File: config.mk
export PLATFORM = sky130hd
export DESIGN_NAME = morra_match_sequencer_flat
export DESIGN_NICKNAME = d
export VERILOG_FILES = /design/src/rtl/morra_match_sequencer_if.sv /design/src/rtl/morra_match_sequencer.sv /design/src/flat_wrapper.sv
export SDC_FILE = /design/constraint.sdc
export NUM_CORES = 1
export LEC_CHECK = 0
export ABC_CLOCK_PERIOD_IN_PS = 4700
export BUFFER_PORTS_ARGS = -buffer_cell sky130_fd_sc_hd__buf_2
export CAP_MARGIN = 40
export CELL_PAD_IN_SITES_DETAIL_PLACEMENT = 0
export CELL_PAD_IN_SITES_GLOBAL_PLACEMENT = 1
export CORE_UTILIZATION = 45
export CTS_BUF_LIST = sky130_fd_sc_hd__clkbuf_16
export DETAILED_ROUTE_END_ITERATION = 8
export GPL_ROUTABILITY_DRIVEN = 1
export PLACE_DENSITY_LB_ADDON = 0.1
export SYNTH_ARGS = -nofsm -noshare
export SYNTH_HDL_FRONTEND = slang
export SYNTH_SLANG_ARGS = --single-unit
File: constraint.sdc
create_clock -name clk -period 4.7 [get_ports clk]
set_clock_uncertainty 0.1 [all_clocks]
set_input_delay 0.235 -clock clk [delete_from_list [all_inputs] [get_ports clk]]
set_output_delay 0.235 -clock clk [all_outputs]
set_load 0.05 [all_outputs]
File: src/rtl/morra_match_sequencer_if.sv
// Signal bundle between the tournament sequencer, the two player
// front-ends and the MorraCinese game core.
interface morra_match_sequencer_if;
    logic       cfg_valid;
    logic       cfg_ready;
    logic [3:0] cfg_rounds;
    logic       p1_valid;
    logic       p1_ready;
    logic [1:0] p1_move;
    logic       p2_valid;
    logic       p2_ready;
    logic [1:0] p2_move;
    logic       core_inizia;
    logic [1:0] core_primo;
    logic [1:0] core_secondo;
    logic [1:0] core_manche;
    logic [1:0] core_partita;
    logic       res_valid;
    logic [1:0] res_manche;
    logic [3:0] score_p1;
    logic [3:0] score_p2;
    logic       tourn_done;
    logic [1:0] tourn_winner;

    modport slave (
        input  cfg_valid, cfg_rounds,
        input  p1_valid, p1_move, p2_valid, p2_move,
        input  core_manche, core_partita,
        output cfg_ready, p1_ready, p2_ready,
        output core_inizia, core_primo, core_secondo,
        output res_valid, res_manche,
        output score_p1, score_p2, tourn_done, tourn_winner
    );

    modport master (
        output cfg_valid, cfg_rounds,
        output p1_valid, p1_move, p2_valid, p2_move,
        output core_manche, core_partita,
        input  cfg_ready, p1_ready, p2_ready,
        input  core_inizia, core_primo, core_secondo,
        input  res_valid, res_manche,
        input  score_p1, score_p2, tourn_done, tourn_winner
    );
endinterface

File: src/rtl/morra_match_sequencer.sv
// Multi-game tournament sequencer for the MorraCinese core: collects moves,
// drives one manche per cycle pulse, and tracks game scores.
module morra_match_sequencer #(
    parameter int NUM_GAMES    = 3,
    parameter int MOVE_TIMEOUT = 255
) (
    input  logic                   clk,
    input  logic                   rst_n,
    morra_match_sequencer_if.slave bus
);
    localparam int TW = 16;

    typedef enum logic [2:0] {
        S_IDLE, S_START, S_COLLECT, S_ISSUE, S_WAIT, S_GAME_END, S_DONE
    } state_e;

    state_e        state_q, state_d;
    logic [3:0]    cfg_q, cfg_d;
    logic [1:0]    buf1_q, buf1_d, buf2_q, buf2_d;
    logic          full1_q, full1_d, full2_q, full2_d;
    logic [TW-1:0] tmo_q, tmo_d;
    logic [3:0]    games_q, games_d;
    logic [3:0]    sc1_q, sc1_d, sc2_q, sc2_d;
    logic [1:0]    part_q, part_d;
    logic [1:0]    res_m_q, res_m_d;
    logic          res_v_q, res_v_d;
    logic          cfg_rdy_q, cfg_rdy_d;

    logic          p1_rdy, p2_rdy, inizia;
    logic [1:0]    primo, secondo;
    logic          tmo_hit;

    assign tmo_hit = (MOVE_TIMEOUT != 0) && (tmo_q == TW'(MOVE_TIMEOUT - 1));

    always_ff @(posedge clk or negedge rst_n) begin
        if (!rst_n) begin
            state_q   <= S_IDLE;
            cfg_q     <= 4'd0;
            buf1_q    <= 2'b00;
            buf2_q    <= 2'b00;
            full1_q   <= 1'b0;
            full2_q   <= 1'b0;
            tmo_q     <= '0;
            games_q   <= 4'd0;
            sc1_q     <= 4'd0;
            sc2_q     <= 4'd0;
            part_q    <= 2'b00;
            res_m_q   <= 2'b00;
            res_v_q   <= 1'b0;
            cfg_rdy_q <= 1'b0;
        end else begin
            state_q   <= state_d;
            cfg_q     <= cfg_d;
            buf1_q    <= buf1_d;
            buf2_q    <= buf2_d;
            full1_q   <= full1_d;
            full2_q   <= full2_d;
            tmo_q     <= tmo_d;
            games_q   <= games_d;
            sc1_q     <= sc1_d;
            sc2_q     <= sc2_d;
            part_q    <= part_d;
            res_m_q   <= res_m_d;
            res_v_q   <= res_v_d;
            cfg_rdy_q <= cfg_rdy_d;
        end
    end

    always_comb begin
        state_d = state_q;
        cfg_d   = cfg_q;
        buf1_d  = buf1_q;
        buf2_d  = buf2_q;
        full1_d = full1_q;
        full2_d = full2_q;
        tmo_d   = tmo_q;
        games_d = games_q;
        sc1_d   = sc1_q;
        sc2_d   = sc2_q;
        part_d  = part_q;
        res_m_d = res_m_q;
        res_v_d = 1'b0;
        p1_rdy  = 1'b0;
        p2_rdy  = 1'b0;
        inizia  = 1'b0;
        primo   = 2'b00;
        secondo = 2'b00;

        unique case (state_q)
            S_IDLE, S_DONE: begin
                if (bus.cfg_valid && cfg_rdy_q) begin
                    cfg_d   = bus.cfg_rounds;
                    sc1_d   = 4'd0;
                    sc2_d   = 4'd0;
                    games_d = 4'd0;
                    state_d = S_START;
                end
            end
            S_START: begin
                inizia  = 1'b1;
                primo   = cfg_q[3:2];
                secondo = cfg_q[1:0];
                tmo_d   = '0;
                state_d = S_COLLECT;
            end
            S_COLLECT: begin
                p1_rdy = ~full1_q;
                p2_rdy = ~full2_q;
                if (bus.p1_valid && !full1_q) begin
                    buf1_d  = bus.p1_move;
                    full1_d = 1'b1;
                end
                if (bus.p2_valid && !full2_q) begin
                    buf2_d  = bus.p2_move;
                    full2_d = 1'b1;
                end
                tmo_d = tmo_q + TW'(1);
                if (full1_d && full2_d) begin
                    state_d = S_ISSUE;
                end else if (tmo_hit) begin
                    // A stalled player forfeits the manche with an illegal move
                    if (!full1_d) buf1_d = 2'b00;
                    if (!full2_d) buf2_d = 2'b00;
                    full1_d = 1'b1;
                    full2_d = 1'b1;
                    state_d = S_ISSUE;
                end
            end
            S_ISSUE: begin
                primo   = buf1_q;
                secondo = buf2_q;
                buf1_d  = 2'b00;
                buf2_d  = 2'b00;
                full1_d = 1'b0;
                full2_d = 1'b0;
                state_d = S_WAIT;
            end
            S_WAIT: begin
                res_v_d = 1'b1;
                res_m_d = bus.core_manche;
                part_d  = bus.core_partita;
                tmo_d   = '0;
                if (bus.core_partita == 2'b00) state_d = S_COLLECT;
                else                           state_d = S_GAME_END;
            end
            S_GAME_END: begin
                if (part_q == 2'b01 && sc1_q != 4'hF) sc1_d = sc1_q + 4'd1;
                if (part_q == 2'b10 && sc2_q != 4'hF) sc2_d = sc2_q + 4'd1;
                games_d = games_q + 4'd1;
                if (games_d == 4'(NUM_GAMES)) state_d = S_DONE;
                else                          state_d = S_START;
            end
            default: state_d = S_IDLE;
        endcase

        cfg_rdy_d = (state_d == S_IDLE) || (state_d == S_DONE);
    end

    assign bus.cfg_ready    = cfg_rdy_q;
    assign bus.p1_ready     = p1_rdy;
    assign bus.p2_ready     = p2_rdy;
    assign bus.core_inizia  = inizia;
    assign bus.core_primo   = primo;
    assign bus.core_secondo = secondo;
    assign bus.res_valid    = res_v_q;
    assign bus.res_manche   = res_m_q;
    assign bus.score_p1     = sc1_q;
    assign bus.score_p2     = sc2_q;
    assign bus.tourn_done   = (state_q == S_DONE);
    assign bus.tourn_winner = (state_q != S_DONE) ? 2'b00 :
                              (sc1_q > sc2_q)     ? 2'b01 :
                              (sc1_q < sc2_q)     ? 2'b10 : 2'b11;
endmodule
File: src/flat_wrapper.sv
// flat-port wrapper written by rule: the top's interface ports become plain ports
module morra_match_sequencer_flat 
#(
    parameter int NUM_GAMES    = 3,
    parameter int MOVE_TIMEOUT = 255
)
  (clk, rst_n, bus_cfg_valid, bus_cfg_rounds, bus_p1_valid, bus_p1_move, bus_p2_valid, bus_p2_move, bus_core_manche, bus_core_partita, bus_cfg_ready, bus_p1_ready, bus_p2_ready, bus_core_inizia, bus_core_primo, bus_core_secondo, bus_res_valid, bus_res_manche, bus_score_p1, bus_score_p2, bus_tourn_done, bus_tourn_winner);
  morra_match_sequencer_if bus_i ();
  input  logic clk;
  input  logic rst_n;
  input wire logic [$bits(bus_i.cfg_valid)-1:0] bus_cfg_valid;
  input wire logic [$bits(bus_i.cfg_rounds)-1:0] bus_cfg_rounds;
  input wire logic [$bits(bus_i.p1_valid)-1:0] bus_p1_valid;
  input wire logic [$bits(bus_i.p1_move)-1:0] bus_p1_move;
  input wire logic [$bits(bus_i.p2_valid)-1:0] bus_p2_valid;
  input wire logic [$bits(bus_i.p2_move)-1:0] bus_p2_move;
  input wire logic [$bits(bus_i.core_manche)-1:0] bus_core_manche;
  input wire logic [$bits(bus_i.core_partita)-1:0] bus_core_partita;
  output wire logic [$bits(bus_i.cfg_ready)-1:0] bus_cfg_ready;
  output wire logic [$bits(bus_i.p1_ready)-1:0] bus_p1_ready;
  output wire logic [$bits(bus_i.p2_ready)-1:0] bus_p2_ready;
  output wire logic [$bits(bus_i.core_inizia)-1:0] bus_core_inizia;
  output wire logic [$bits(bus_i.core_primo)-1:0] bus_core_primo;
  output wire logic [$bits(bus_i.core_secondo)-1:0] bus_core_secondo;
  output wire logic [$bits(bus_i.res_valid)-1:0] bus_res_valid;
  output wire logic [$bits(bus_i.res_manche)-1:0] bus_res_manche;
  output wire logic [$bits(bus_i.score_p1)-1:0] bus_score_p1;
  output wire logic [$bits(bus_i.score_p2)-1:0] bus_score_p2;
  output wire logic [$bits(bus_i.tourn_done)-1:0] bus_tourn_done;
  output wire logic [$bits(bus_i.tourn_winner)-1:0] bus_tourn_winner;
  assign bus_i.cfg_valid = bus_cfg_valid;
  assign bus_i.cfg_rounds = bus_cfg_rounds;
  assign bus_i.p1_valid = bus_p1_valid;
  assign bus_i.p1_move = bus_p1_move;
  assign bus_i.p2_valid = bus_p2_valid;
  assign bus_i.p2_move = bus_p2_move;
  assign bus_i.core_manche = bus_core_manche;
  assign bus_i.core_partita = bus_core_partita;
  assign bus_cfg_ready = bus_i.cfg_ready;
  assign bus_p1_ready = bus_i.p1_ready;
  assign bus_p2_ready = bus_i.p2_ready;
  assign bus_core_inizia = bus_i.core_inizia;
  assign bus_core_primo = bus_i.core_primo;
  assign bus_core_secondo = bus_i.core_secondo;
  assign bus_res_valid = bus_i.res_valid;
  assign bus_res_manche = bus_i.res_manche;
  assign bus_score_p1 = bus_i.score_p1;
  assign bus_score_p2 = bus_i.score_p2;
  assign bus_tourn_done = bus_i.tourn_done;
  assign bus_tourn_winner = bus_i.tourn_winner;
  morra_match_sequencer #(.NUM_GAMES(NUM_GAMES), .MOVE_TIMEOUT(MOVE_TIMEOUT)) u_core (.clk(clk), .rst_n(rst_n), .bus(bus_i));
endmodule
==> results of run 1 <==
==> worst max-delay path, stage by stage, from the launching register on <==
cell,delay [ns]
dfrtp_1,0.70
nand2b_1,0.29
a21oi_2,0.70
o2111ai_1,0.20
xor2_1,0.17
nor2_1,0.05
==> registers in the layout (all words and copies together) (netlist names), 2 cells and up <==
register and flops:
u_core.buf1_q 2, u_core.buf2_q 2, u_core.bus.res_manche 2, u_core.bus.score_p1 4, u_core.bus.score_p2 4, u_core.cfg_q 4, u_core.games_q 4, u_core.part_q 2
u_core.state_q 3, u_core.tmo_q 16
==> cell type report <==
class                      instances  area share
multi-input combinational        207       0.434
sequential                        47       0.393
timing repair buffer              41      0.0762
clock buffer                       5      0.0418
tap                               72      0.0301
clock inverter                     3      0.0130
inverter                           9      0.0113
==> metrics by stage <==
stage / power [mW] / worst slack [ns]
final: 1.90 / 2.34
after global routing: 2.04 / 2.10
after CTS: 1.92 / 2.33
after detailed placement: 1.51 / 2.33
after global placement: 1.51 / 2.41
after floorplan: 1.32 / 2.23
==> layout by cell type (no fill, tap or decap), types with 2 or more instances in the layout <==
master     netlist  final
dfrtp_1         47     47
buf_2            2     38
nor2_1          34     34
nand2_1         32     32
o21ai_0         16     16
nand3_1         15     15
xor2_1          10     10
ha_1            10     10
inv_1            9      9
xnor2_1          7      7
a21oi_1          7      7
and3_1           7      7
nor2b_1          5      5
nor3_1           5      5
nand4_1          5      5
a31o_2           5      5
mux2_2           5      5
clkbuf_16        0      5
nand2b_1         4      4
mux2i_1          4      4
a22oi_1          4      4
and3b_1          3      3
or3_1            3      3
o22ai_1          3      3
o21a_1           2      2
nand4b_1         2      2
nor3b_1          2      2
o2111ai_1        2      2
==> worst max-delay path by stage <==
stage,to,slack [ns],depth (start not counted)
5_1_grt,u_core.tmo_q[11],2.10,5
6_report,u_core.tmo_q[11],2.34,5
3_5_place_dp,u_core.tmo_q[15],2.33,5
4_1_cts,u_core.tmo_q[11],2.33,5
2_1_floorplan,bus_tourn_winner[0],2.23,3
3_3_place_gp,u_core.tmo_q[15],2.41,5
==> repair_timing <==
item,4_1_cts,5_1_grt
hold buffers,1,0
endpoints found under the hold margin,13,0
setup buffers,0,0
==> power by group through the flow <==
stage	combinational, mW	sequential (mW)	clock (mW)
6_report	0.815	0.689	0.400
5_1_grt	0.899	0.716	0.424
4_1_cts	0.823	0.687	0.407
3_5_place_dp	0.819	0.693	0
3_3_place_gp	0.814	0.692	0
2_1_floorplan	0.567	0.751	0
==> cells by family (layout without fill, tap and decap cells) <==
| family | Yosys count | in the layout | share of synthesized area |
|---|---|---|---|
| multiplexers | 9 | 9 | 0.0379 |
| buffers and inverters | 18 | 58 | 0.0275 |
| flip-flops | 47 | 47 | 0.462 |
| AO/OA/AOI/OAI | 46 | 46 | 0.117 |
| AND/OR/NAND/NOR | 125 | 125 | 0.248 |
| adder cells (fa/ha/maj) | 10 | 10 | 0.0492 |
| XOR/XNOR | 17 | 17 | 0.0585 |
==> layer usage <==
metal / wire length, um / global-route usage / part of all wire
met5: 0 / 0 / 0
met4: 31 / 0.0396 / 0.0057
met3: 158 / 0.0321 / 0.029
met2: 2460 / 0.306 / 0.45
met1: 2790 / 0.273 / 0.51
==> Yosys cell counts (2+ instances only) <==
library cell  instances
o22ai_1               3
xor2_1               10
nand2_1              32
and3_1                7
dfrtp_1              47
nand2b_1              4
a31o_2                5
buf_1                 2
a22oi_1               4
nand4_1               5
ha_1                 10
xnor2_1               7
mux2_2                5
and3b_1               3
inv_1                 9
buf_2                 2
o21ai_0              16
a21oi_1               7
clkbuf_1              5
nor2b_1               5
o2111ai_1             2
nand3_1              15
mux2i_1               4
nor2_1               34
nor3_1                5
o21a_1                2
or3_1                 3
nor3b_1               2
nand4b_1              2
==> results.sh, run 1 <==
export IMPL_cts_buffer_depth=2
export IMPL_critical_path_startpoint="u_core.state_q[0]"
export IMPL_finalHoldViolCount=0
export IMPL_ir_drop_mv=0.287
export IMPL_area_growth_pct=17.5
export IMPL_yosys_top_cells_area="dfrtp_1 46%, nor2_1 5.0%, ha_1 4.9%"
export IMPL_outcome="finished clean"
export IMPL_clk_pin_slew_ns=0.06
export IMPL_drv_slew=0
export IMPL_power_frac_comb=0.428
export IMPL_hold_class="in2reg"
export IMPL_worstPathArrival_ns=2.40
export IMPL_grt_max_degree=35
export IMPL_synth_top_cell_area_share=0.462
export IMPL_r2r_slack_ns=2.34
export IMPL_multiInputGateArea_sq_mm=0.00130
export IMPL_grt_pass1_vias=1930
export IMPL_clk_latency_ns=0.29
export IMPL_synth_edff_count=0
export IMPL_synth_seq_cells=47
export IMPL_final_cells=384
export IMPL_die_width_um=77.2
export IMPL_cts_tree="built"
export IMPL_switchingPower_mw=0.839
export IMPL_first_iter_violations=140
export IMPL_avgSynthCellArea_sq_um=9.36
export IMPL_seq_power_share=0.362
export IMPL_place_congestion=0.746
export IMPL_whs_ns=0.0398
export IMPL_synth_async_reset_ratio=1.00
export IMPL_rows=27
export IMPL_synthCells=272
export IMPL_die_area_sq_mm=0.00596
export IMPL_crit_type="reg2reg"
export IMPL_p_leak_nw=1.44
export IMPL_pwr_share_clk=0.210
export IMPL_place_inst=375
export IMPL_slew_headroom=0.476
export IMPL_diodes=0
export IMPL_worstPathRequired_ns=4.74
export IMPL_io_buffers=38
export IMPL_place_area_sq_mm=0.00282
export IMPL_dp_hpwl_um=3870
export IMPL_worst_r2r_endpoint="u_core.tmo_q[11]"
export IMPL_finalCritPeriodShare=0.502
export IMPL_root_buffer="clkbuf_16"
export IMPL_viasPerCell=5.35
export IMPL_yosysTopAreaCell="dfrtp_1"
export IMPL_drive_gt1_frac=0.192
export IMPL_reg2reg_from="u_core.state_q[0]"
export IMPL_fill_cells=523
export IMPL_htreeDepth=2
export IMPL_die_y_um=77.2
export IMPL_initial_utilization=0.465
export IMPL_max_cap_viol_count=0
export IMPL_setup_viol=0
export IMPL_holdCritStartpoint="bus_cfg_rounds[1]"
export IMPL_rsz0062_at_grt="no"
export IMPL_drc=0
export IMPL_grt_usage=0.192
export IMPL_num_io_pins=39
export IMPL_final_cell_area_sq_mm=0.00299
export IMPL_worstMarginPinSlew_ns=0.787
export IMPL_ys_types=44
export IMPL_final_util=0.546
export IMPL_vias=2056
export IMPL_final_nets=338
export IMPL_r2r_cells=5
export IMPL_synth_warnings=0
export IMPL_whs_path_depth=3
export IMPL_cp_max_fo=21
export IMPL_swShare=0.441
export IMPL_final_setup_tns_ns=0
export IMPL_worstSetupEndpointType="register"
export IMPL_max_freq_mhz=424
export IMPL_seq_area_frac_synth=0.462
export IMPL_overflow=0
export IMPL_holdPathEnd="u_core.cfg_q[1]"
export IMPL_ff_latch_area_sq_mm=0.00118
export IMPL_cts_buffers_inserted=5
export IMPL_syn_nets=299
export IMPL_core_sq_mm=0.00547
export IMPL_routedWlPerCell_um=14.2
export IMPL_startpoint_type="register"
export IMPL_p_int_mw=1.06
export IMPL_drt_pass1_iter_count=4
export IMPL_synth_area_sq_mm=0.00254
export IMPL_grt_pass1_wl_um=9140
export IMPL_antenna_found_initial=0
export IMPL_ant_nets=0
export IMPL_totalWireLength_um=5430
export IMPL_fin_crit_ns=2.36
export IMPL_synth_ff_type="dfrtp_1"
export IMPL_cellPowerDensity_mw_per_mm2=637
export IMPL_clock_sinks=47
export IMPL_ctsResizeCount=0
Note: power is estimated with default switching activity, not from simulation.
==> inputs of run 2 (changes only) <==
Settings changed: ABC_CLOCK_PERIOD_IN_PS 4700 to 2250, CORE_UTILIZATION 45 to 43.
Clock period 4.7 ns to 2.25 ns, I/O delays scaled along.
==> results.sh, run 2 (synthesized netlist as in run 1, its figures left out) <==
export IMPL_outcome="finished clean"
export IMPL_clock_sinks=47
export IMPL_root_buffer="clkbuf_16"
export IMPL_r2r_cells=6
export IMPL_switchingPower_mw=1.78
export IMPL_cp_max_fo=7
export IMPL_crit_type="reg2reg"
export IMPL_p_int_mw=2.36
export IMPL_holdPathEnd="u_core.part_q[1]"
export IMPL_final_nets=357
export IMPL_final_setup_tns_ns=0
export IMPL_max_flop_register="u_core.tmo_q"
export IMPL_drv_slew=0
export IMPL_drive_gt1_frac=0.224
export IMPL_num_io_pins=39
export IMPL_path_cells="inv_1 > ha_1 > or4b_1 > nor3_1 > nand4_1 > a31o_2"
export IMPL_pwr_share_clk=0.194
export IMPL_grt_max_degree=48
export IMPL_cts_tree="built"
export IMPL_finalCritPeriodShare=0.939
export IMPL_layout_commonest_cell="dfrtp_1"
export IMPL_finalHoldViolCount=0
export IMPL_die_width_um=78.9
export IMPL_cts_buffer_depth=2
export IMPL_reg2reg_from="u_core.tmo_q[0]"
export IMPL_power_frac_comb=0.465
export IMPL_vias=2107
export IMPL_cp_slowest_cell="dfrtp_1"
export IMPL_totalWireLength_um=5680
export IMPL_io_buffers=38
export IMPL_fin_crit_ns=2.11
export IMPL_layout_setup_ws_ns=0.137
export IMPL_area_growth_pct=23.8
export IMPL_worstSetupEndpointType="register"
export IMPL_grt_pass1_vias=2066
export IMPL_antenna_found_initial=0
export IMPL_whs_path_depth=2
export IMPL_clk_pin_slew_ns=0.06
export IMPL_r2r_slack_ns=0.14
export IMPL_htreeDepth=2
export IMPL_ir_drop_mv=0.831
export IMPL_holdCritStartpoint="bus_core_partita[1]"
export IMPL_rows=27
export IMPL_grt_usage=0.204
export IMPL_ant_nets=0
export IMPL_worstPathArrival_ns=2.19
export IMPL_viasPerCell=5.24
export IMPL_worst_r2r_endpoint="u_core.buf1_q[0]"
export IMPL_seq_power_share=0.341
export IMPL_final_util=0.562
export IMPL_worstPathRequired_ns=2.32
export IMPL_drt_pass1_iter_count=4
export IMPL_max_freq_mhz=473
export IMPL_hold_class="in2reg"
export IMPL_die_y_um=78.9
export IMPL_cellPowerDensity_mw_per_mm2=1310
export IMPL_grt_pass1_wl_um=9850
export IMPL_die_area_sq_mm=0.00623
export IMPL_cts_buffers_inserted=5
export IMPL_overflow=0
export IMPL_worstMarginPinSlew_ns=0.610
export IMPL_fill_cells=553
export IMPL_largest_reg_flops=16
export IMPL_clk_latency_ns=0.28
export IMPL_place_congestion=0.775
export IMPL_rsz0062_at_grt="no"
export IMPL_swShare=0.431
export IMPL_cp_num_buf_inv=1
export IMPL_post_place_ws_ns=0.158
export IMPL_slew_headroom=0.593
export IMPL_routedWlPerCell_um=14.1
export IMPL_dp_hpwl_um=3980
export IMPL_initial_utilization=0.454
export IMPL_core_sq_mm=0.00561
export IMPL_crit_family="simple AND/OR/NAND/NOR gates"
export IMPL_first_iter_violations=77
export IMPL_p_leak_nw=1.53
export IMPL_cpPeakStageDelay_ns=0.43
export IMPL_max_cap_viol_count=0
export IMPL_setup_viol=0
export IMPL_diodes=0
export IMPL_layout_common_cells="47 x dfrtp_1, 37 x buf_2, 34 x nor2_1"
export IMPL_startpoint_type="register"
export IMPL_drc=0
[run 2: worst max path at each step]
stage	start	endpoint	slack, ns	cells past startpoint
finish	u_core.tmo_q[0]	u_core.buf1_q[0]	0.14	6
global placement	u_core.tmo_q[0]	u_core.buf1_q[0]	0.23	6
detailed placement	u_core.tmo_q[0]	u_core.buf1_q[0]	0.16	6
floorplan	u_core.bus.score_p2[1]	bus_tourn_winner[1]	0.04	7
CTS	u_core.bus.score_p2[1]	bus_tourn_winner[1]	0.02	8
global route	u_core.bus.score_p2[1]	bus_tourn_winner[1]	0.007	8
[run 2: power by group through the flow]
stage	Clock, mW	Sequential, mW	Combinational [mW]
after floorplan	0	1.57	1.19
after global placement	0	1.41	1.86
after detailed placement	0	1.42	1.88
after CTS	0.826	1.41	1.90
after global routing	0.862	1.46	2.13
final	0.804	1.41	1.92
[run 2: layer usage]
layer | part of all wire | GRT usage
met3 | 0.025 | 0.0345
met1 | 0.51 | 0.287
met5 | 0 | 0
met2 | 0.45 | 0.322
met4 | 0.0076 | 0.0618
[run 2: final cells by class]
| cell class | instances | area (sq um) | share of cell area |
|---|---|---|---|
| clock buffer | 5 | 125 | 0.0397 |
| sequential | 47 | 1180 | 0.373 |
| clock inverter | 2 | 33.8 | 0.0107 |
| inverter | 9 | 33.8 | 0.0107 |
| multi-input combinational | 207 | 1310 | 0.414 |
| timing repair buffer | 60 | 388 | 0.123 |
| tap | 72 | 90.1 | 0.0286 |
[run 2: repair_timing]
item                                    in CTS  in global routing
hold endpoints to repair                    53                  0
endpoints found under the setup margin       0                  2
buffers inserted                             0                  2
gates resized for setup                      0                  3
hold buffers                                 7                  0
[run 2: through the flow]
stage          cells  power, mW  cell area, sq um  hold WS, ns
3_5_place_dp     386       3.30              2900        0.152
6_report         402       4.14              3150      0.00512
2_1_floorplan    272       2.76              2550       -0.283
5_1_grt          402       4.46              3150      0.00617
4_1_cts          400       4.13              3130      0.00306
3_3_place_gp     386       3.27              2900        0.148
==> inputs of run 3 (changes only) <==
Settings changed: ABC_CLOCK_PERIOD_IN_PS 2250 to 2300, CTS_BUF_LIST sky130_fd_sc_hd__clkbuf_16 to not set.
Clock period 2.25 ns to 2.3 ns, I/O delays scaled along.
==> results.sh, run 3 (synthesized netlist as in run 1, its figures left out) <==
export IMPL_max_freq_mhz=468
export IMPL_cts_tree="built"
export IMPL_worstMarginPinSlew_ns=0.683
export IMPL_area_growth_pct=21.1
export IMPL_finalHoldViolCount=0
export IMPL_first_iter_violations=76
export IMPL_drive_gt1_frac=0.224
export IMPL_initial_utilization=0.454
export IMPL_multiInputGateArea_sq_mm=0.00131
export IMPL_htreeDepth=2
export IMPL_grt_max_degree=30
export IMPL_worstPathRequired_ns=2.09
export IMPL_totalWireLength_um=5780
export IMPL_drt_pass1_iter_count=4
export IMPL_die_area_sq_mm=0.00623
export IMPL_fin_crit_ns=2.14
export IMPL_max_flop_register="u_core.tmo_q"
export IMPL_cp_slowest_cell="dfrtp_2"
export IMPL_die_y_um=78.9
export IMPL_crit_type="reg2out"
export IMPL_rows=27
export IMPL_layout_commonest_cell="dfrtp_1"
export IMPL_rsz0062_at_grt="no"
export IMPL_final_nets=357
export IMPL_viasPerCell=5.12
export IMPL_worstSetupEndpointType="primary output"
export IMPL_p_int_mw=2.01
export IMPL_grt_usage=0.204
export IMPL_dp_hpwl_um=4190
export IMPL_largest_reg_flops=16
export IMPL_clk_pin_slew_ns=0.09
export IMPL_drv_slew=0
export IMPL_core_sq_mm=0.00561
export IMPL_clock_sinks=47
export IMPL_p_leak_nw=1.49
export IMPL_final_util=0.550
export IMPL_cp_max_fo=5
export IMPL_overflow=0
export IMPL_grt_pass1_wl_um=9760
export IMPL_power_frac_comb=0.491
export IMPL_pwr_share_clk=0.141
export IMPL_io_buffers=38
export IMPL_crit_family="compound AO/OA/AOI/OAI gates"
export IMPL_max_cap_viol_count=0
export IMPL_antenna_found_initial=0
export IMPL_worstPathArrival_ns=1.92
export IMPL_place_congestion=0.753
export IMPL_routedWlPerCell_um=14.3
export IMPL_drc=0
export IMPL_num_io_pins=39
export IMPL_slew_headroom=0.545
export IMPL_cts_buffers_inserted=5
export IMPL_final_setup_tns_ns=0
export IMPL_seq_power_share=0.368
export IMPL_place_inst=385
export IMPL_ir_drop_mv=0.706
export IMPL_clk_latency_ns=0.30
export IMPL_die_width_um=78.9
export IMPL_finalCritPeriodShare=0.929
export IMPL_fill_cells=527
export IMPL_ff_latch_area_sq_mm=0.00118
export IMPL_switchingPower_mw=1.74
export IMPL_cp_num_buf_inv=1
export IMPL_final_cells=403
export IMPL_grt_pass1_vias=1995
export IMPL_ant_nets=0
export IMPL_swShare=0.463
export IMPL_cpPeakStageDelay_ns=0.45
export IMPL_outcome="finished clean"
export IMPL_layout_common_cells="46 x dfrtp_1, 37 x buf_2, 34 x nor2_1"
export IMPL_cts_buffer_depth=2
export IMPL_diodes=0
export IMPL_power_mw=3.75
export IMPL_setup_viol=0
export IMPL_path_cells="ha_1 > nor2b_1 > o21ai_0 > nand2b_1 > a21oi_2 > o21a_1 > buf_4"
export IMPL_cellPowerDensity_mw_per_mm2=1220
export IMPL_startpoint_type="register"
export IMPL_root_buffer="clkbuf_8"
export IMPL_hold_class="in2reg"
export IMPL_vias=2062
-- run 3: metal layers --
| layer | part of all wire | global-route usage | up-vias |
|---|---|---|---|
| met5 | 0 | 0 | - |
| met1 | 0.52 | 0.294 | 960 |
| met2 | 0.45 | 0.310 | 31 |
| li1 | - | - | 1067 |
| met4 | 0.0074 | 0.0600 | 0 |
| met3 | 0.026 | 0.0402 | 4 |
-- run 3: worst paths after layout --
path | startpoint | endpoint | slack, ns | depth (start not counted)
max reg2reg | u_core.tmo_q[0] | u_core.buf1_q[0] | 0.21 | 6
max | u_core.bus.score_p1[1] | bus_tourn_winner[1] | 0.16 | 7
max in group asynchronous | rst_n | u_core.bus.score_p1[1] | 1.21 | 3
min | bus_p1_valid | u_core.full1_q | 0.02 | 3
min reg2reg | u_core.cfg_q[1] | u_core.cfg_q[1] | 0.39 | 2
min in group asynchronous | rst_n | u_core.state_q[0] | 0.28 | 2
-- run 3: final cells by class --
class / instances / share of cell area
Timing Repair Buffer: 60 / 0.123
Clock buffer: 7 / 0.0280
Tap cell: 72 / 0.0292
Clock inverter: 1 / 0.00284
Sequential cell: 47 / 0.382
Inverter: 9 / 0.0110
Multi-Input combinational cell: 207 / 0.423
-- run 3: worst min-delay path: stages --
cell and delay [ns]:
buf_2 0.09, nor2_1 0.06, a21oi_1 0.12
-- run 3: power groups by stage --
stage,combinational [mW],clock (mW),sequential (mW)
6_report,1.84,0.527,1.38
5_1_grt,2.02,0.585,1.43
4_1_cts,1.81,0.542,1.39
3_5_place_dp,1.80,0,1.40
3_3_place_gp,1.78,0,1.39
2_1_floorplan,1.16,0,1.53
-- run 3: what timing repair did --
item                                    CTS  global route
endpoints found under the setup margin    0             1
resized for setup                         0             4
endpoints found under the hold margin    35             0
hold buffers                              9             0
buffers inserted                          0             1
-- run 3: per-stage QoR --
step	setup WS [ns]	instance area, sq um	hold slack, ns
2_1_floorplan	0.0872	2550	-0.281
3_3_place_gp	0.281	2880	0.0886
3_5_place_dp	0.217	2880	0.0946
4_1_cts	0.00725	3070	0.0186
5_1_grt	0.0286	3080	0.0548
6_report	0.163	3080	0.0212
